<file path="config.mk">
export PLATFORM = sky130hd
export DESIGN_NAME = instr_sequencer
export DESIGN_NICKNAME = d
export VERILOG_FILES = /design/src/rtl/instr_sequencer.sv
export SDC_FILE = /design/constraint.sdc
export NUM_CORES = 2
export LEC_CHECK = 0
export ABC_AREA = 1
export ABC_CLOCK_PERIOD_IN_PS = 2970
export BUFFER_PORTS_ARGS = -buffer_cell sky130_fd_sc_hd__buf_2
export CORE_ASPECT_RATIO = 0.75
export CORE_MARGIN = 5
export CORE_UTILIZATION = 45
export CTS_CLUSTER_SIZE = 10
export DETAILED_ROUTE_END_ITERATION = 8
export GPL_TIMING_DRIVEN = 0
export PLACE_DENSITY = 0.59
export SETUP_SLACK_MARGIN = 0.1
export SLEW_MARGIN = 20
export SYNTH_ARGS = -nofsm -noshare
export SYNTH_HDL_FRONTEND = slang
export SYNTH_SLANG_ARGS = --single-unit
</file>
<file path="constraint.sdc">
create_clock -name clk -period 2.97 [get_ports clk]
set_clock_uncertainty 0.1 [all_clocks]
set_input_delay 0.297 -clock clk [delete_from_list [all_inputs] [get_ports clk]]
set_output_delay 0.297 -clock clk [all_outputs]
set_load 0.02 [all_outputs]
</file>
<file path="src/rtl/instr_sequencer.sv">
// Program sequencer: replays a program held in on-chip RAM onto the processor's
// mode/F/address/data inputs, one instruction per clock.
module instr_sequencer #(
  parameter int unsigned DEPTH = 64,
  parameter int unsigned AW    = 6,
  parameter int unsigned CW    = 16
) (
  input  logic          clk,
  input  logic          rst,
  input  logic          prog_we,
  input  logic [AW-1:0] prog_addr,
  input  logic [31:0]   prog_data,
  input  logic          start,
  input  logic          hold,
  output logic          busy,
  output logic          done,
  output logic [CW-1:0] instr_count,
  output logic          mode,
  output logic [2:0]    F,
  output logic [4:0]    read_addr1,
  output logic [4:0]    read_addr2,
  output logic [4:0]    dest_addr,
  output logic [4:0]    store_addr,
  output logic [31:0]   store_data
);

  typedef enum logic [1:0] {StIdle, StRun, StDone} state_e;

  localparam logic [AW-1:0] LastAddr = AW'(DEPTH - 1);

  state_e        state_q;
  logic [31:0]   ram_q [DEPTH];
  logic [31:0]   ir_q;
  logic          ir_valid_q;
  logic          ir_last_q;
  logic [AW-1:0] pc_q;
  logic          advance;
  logic          prog_ok;
  logic          unused_ir;

  assign advance   = (state_q == StRun) && !hold;
  assign prog_ok   = prog_we && !rst && (state_q != StRun);
  assign unused_ir = ir_q[26];

  // Synchronous-read program RAM; the fetched word is frozen while held.
  always_ff @(posedge clk) begin
    if (prog_ok) ram_q[prog_addr] <= prog_data;
    if (advance) ir_q <= ram_q[pc_q];
  end

  always_ff @(posedge clk) begin
    if (rst) begin
      state_q     <= StIdle;
      busy        <= 1'b0;
      done        <= 1'b0;
      instr_count <= '0;
      pc_q        <= '0;
      ir_valid_q  <= 1'b0;
      ir_last_q   <= 1'b0;
      mode        <= 1'b1;
      F           <= '0;
      read_addr1  <= '0;
      read_addr2  <= '0;
      dest_addr   <= '0;
      store_addr  <= '0;
      store_data  <= '0;
    end else begin
      // Idle bus (harmless store of 0 to r0) unless an instruction issues below.
      mode       <= 1'b1;
      F          <= '0;
      read_addr1 <= '0;
      read_addr2 <= '0;
      dest_addr  <= '0;
      store_addr <= '0;
      store_data <= '0;
      unique case (state_q)
        StIdle, StDone: begin
          if (start) begin
            state_q     <= StRun;
            busy        <= 1'b1;
            done        <= 1'b0;
            instr_count <= '0;
            pc_q        <= '0;
            ir_valid_q  <= 1'b0;
            ir_last_q   <= 1'b0;
          end else if (prog_ok) begin
            state_q <= StIdle;
            done    <= 1'b0;
          end
        end
        StRun: begin
          if (!hold) begin
            pc_q       <= pc_q + 1'b1;
            ir_valid_q <= 1'b1;
            ir_last_q  <= (pc_q == LastAddr);
            if (ir_valid_q) begin
              case (ir_q[31:30])
                2'b01: begin
                  store_addr <= ir_q[25:21];
                  store_data <= {16'b0, ir_q[15:0]};
                  if (instr_count != '1) instr_count <= instr_count + 1'b1;
                end
                2'b10: begin
                  mode       <= 1'b0;
                  F          <= ir_q[29:27];
                  dest_addr  <= ir_q[25:21];
                  read_addr1 <= ir_q[20:16];
                  read_addr2 <= ir_q[15:11];
                  if (instr_count != '1) instr_count <= instr_count + 1'b1;
                end
                default: ;
              endcase
              // HALT or the final RAM word ends the run; pc never wraps into a reissue.
              if (ir_q[31:30] == 2'b11 || ir_last_q) begin
                state_q <= StDone;
                busy    <= 1'b0;
                done    <= 1'b1;
              end
            end
          end
        end
        default: state_q <= StIdle;
      endcase
    end
  end

endmodule

</file>
==> impl_metrics.yaml <==
drt:
  drt_wl_total_mm: 301.8
  dr.pass1.iters: 8
  drcViolationCount: 0
  drtIter0Drc: 9683
  vias: 59820
  viasPerCell: 5.789
  routedWlPerCell_um: 29.21
  ant_nets: 0
global_route:
  gr-usage-met1: 0.4589
  grt.busiest_layer: "met1"
  grt.met3_usage: 0.1203
  grt_pass1_vias: 54590
  grt_pass1_wl_mm: 416.1
  overflow: 0
  track_usage: 0.3034
  grt_max_degree: 57
  antenna_found_initial: 14
  met2_usage: 0.4044
yosys:
  syn_inst: 7120
  avgSynthCellArea_sq_um: 11.81
  synth-adder-area-share: 0.0007439
  synth-main-ff-cell: "edfxtp_1"
  synth_edf_count: 2015
  syn-cell-area_sq_um: 84100
  yosys.area_share.simple: 0.2250
  synth_top_family_by_area: "simple AND/OR/NAND/NOR gates"
  ys_warn_count: 0
  ys_ff_latch: 2083
  ys_types: 33
  ys_seq_area_frac: 0.7356
  async_reset_ff_frac: 0
  synthXorXnorAreaFrac: 0.0003124
  synth-compound-area-share: 0.002261
  synth_mux_area_frac: 0
placed_design:
  dp_slack_ns: -0.9143
  place_hpwl_mm: 212.2
  portBuffers: 99
  gp_congestion: 0.9995
setup_path:
  end_kind: "flop"
  crit_chain: "buf_4 > buf_8 > buf_8 > buf_4 > nand2_1 > nand3_1 > nand3_1 > nand2_1 > nand2_1 > nand3_1 > nand3_1 > nand2_1"
  required_ns: 3.50
  slowest_delay_ns: 0.36
  cp_max_fo: 10
  cp.arrival_ns: 3.52
  crit_type: "flop to flop"
  slowest_stage: "dfxtp_1"
  cp-start-kind: "flop"
  rrSetupSlack_ns: -0.01
clocking:
  cts_max_level: 4
  cts_tree: "done"
  clock_latency_ns: 0.84
  cts-root-buf: "clkbuf_16"
  cts_made_buffers: 228
  clkSlewWorstSetupHoldPaths_ns: 0.06
  clock_path_buffers: 3
  cts_sinks: 2083
layout:
  final_common_cell: "nand2_1"
  multi_input_area_sq_um: 19970
  most-common-layout-cells: "2566 x nand2_1, 2015 x edfxtp_1, 1665 x nand3_1"
  final_nets: 7779
  seqCellArea_sq_um: 61870
  fill_cells: 15720
  area_growth_pct: 18.26
  utilization: 0.5348
  layout-drive-gt1-share: 0.1384
flow_run:
  cap_violations: 0
sta:
  fmax_ghz: 0.3355
  hold_viol_final: 0
  setup_ws_ns: -0.01106
  rsz0062_at_grt: "yes"
  tightest_slew_ns: 1.200
  drv_slew: 0
  slew_headroom: 0.1977
  finalCritPeriodShare: 1.004
  finalSetupTns_ns: -0.01106
  fin_crit_ns: 2.981
  setup_viol: 1
die:
  initial_core_util: 0.4522
  die_h_um: 384.4
  rows: 137
  design.portCount: 117
  die_area_sq_um: 195700
  chipWidth_um: 509.2
  core-area_sq_um: 186000
hold_path:
  hp-class: "input port to flop"
power_and_ir_drop:
  p_per_area_nw_per_um2: 615.6
  peakVddDrop_mv: 0.7159
  p_leak_uw: 0.03625
status:
  violations: "setup timing"
  status: "complete, but fails checks"
## worst max-delay path, delay by kind of cell, from the launching register on
| family | cells | cell delay (ns) |
|---|---|---|
| buffers and inverters | 4 | 1.02 |
| flip-flops | 1 | 0.36 |
| AND/OR/NAND/NOR | 8 | 1.28 |
## where the power goes
part	internal [uW]	total [uW]	switching, uW
Combinational	940	3840	2900
Clock	14000	25100	11000
Sequential	32300	32300	29.3
Total	47300	61200	13900
## registers in the layout (all words and copies together) (netlist names), 5 cells and up
| name | cells |
|---|---|
| dest_addr | 5 |
| instr_count | 16 |
| ir_q | 31 |
| pc_q | 6 |
| ram_q | 1984 |
| read_addr1 | 5 |
| read_addr2 | 5 |
| store_addr | 5 |
| store_data | 16 |
## metrics by stage
step / hold WS, ns / std cells / total power (uW) / instance area, sq um
after floorplan: 0.2755 / 7135 / 34540 / 84180
final: 0.08809 / 10330 / 61230 / 99460
after CTS: 0.0008962 / 10290 / 61310 / 98880
after global routing: 0.07363 / 10330 / 62860 / 99440
after detailed placement: 0.3535 / 9843 / 36530 / 90930
after global placement: 0.3605 / 9736 / 36350 / 87800
## layout make-up
class                           instances  share of cell area
Buffer                                459             0.02927
Clock buffer                          310             0.06142
Clock inverter                         16            0.001635
Multi-Input combinational cell       4510              0.2007
Sequential cell                      2083              0.6221
Tap cell                             2502             0.03148
Inverter                               85            0.003296
Antenna cell                            5           0.0001258
Timing Repair Buffer                  364             0.04996
## path summary, 6_finish.rpt
| kind | start | end | depth (start not counted) |
|---|---|---|---|
| setup / recovery | pc_q[0] | ir_q[5] | 12 |
| setup reg to reg | pc_q[0] | ir_q[5] | 12 |
| hold reg to reg | ir_q[4] | store_data[4] | 2 |
| hold / removal | rst | pc_q[1] | 3 |
## what timing repair did
action                                  CTS  global route
setup buffers                            77            37
setup endpoints to repair              1987          1122
hold buffers                             44             0
endpoints found under the hold margin   893             0
gates cloned                              0             2
pin swaps                                39            18
gates resized for setup                  76            80
## metal layers
metal	vias up	wire [um]
met3	424	45890
met2	3769	120500
met1	29510	127200
met5	-	35
met4	6	8279
li1	26120	-
## cells by family (layout without fill, tap and decap cells)
group / count (synthesis) / after routing
and+or+nand+nor: 4450 / 4452
other: 1 / 21
adders and majority gates: 5 / 5
buffers and inverters: 544 / 1234
AOI/OAI and AO/OA: 34 / 34
xor gates and xnor gates: 3 / 3
DFF: 2083 / 2083
## cells in the mapped netlist (3+ instances only)
library cell     n  area, sq um
ha_1             5        62.56
nor3_1          11        55.05
buf_4          105        788.3
edfxtp_1      2015        60510
nor2_1         139        521.8
inv_2            5        18.77
nand2_1       2588         9714
clkbuf_1        70        262.8
buf_6           42        473.0
nand4_1         12        75.07
inv_1           78        292.8
nand2_2          3        18.77
o21ai_0         12        60.06
dfxtp_1         68         1361
buf_1           38        142.6
xor2_1           3        26.28
nand3_1       1691         8463
a21oi_1         16        80.08
buf_2          202         1011
Note: power is estimated with default switching activity, not from simulation.
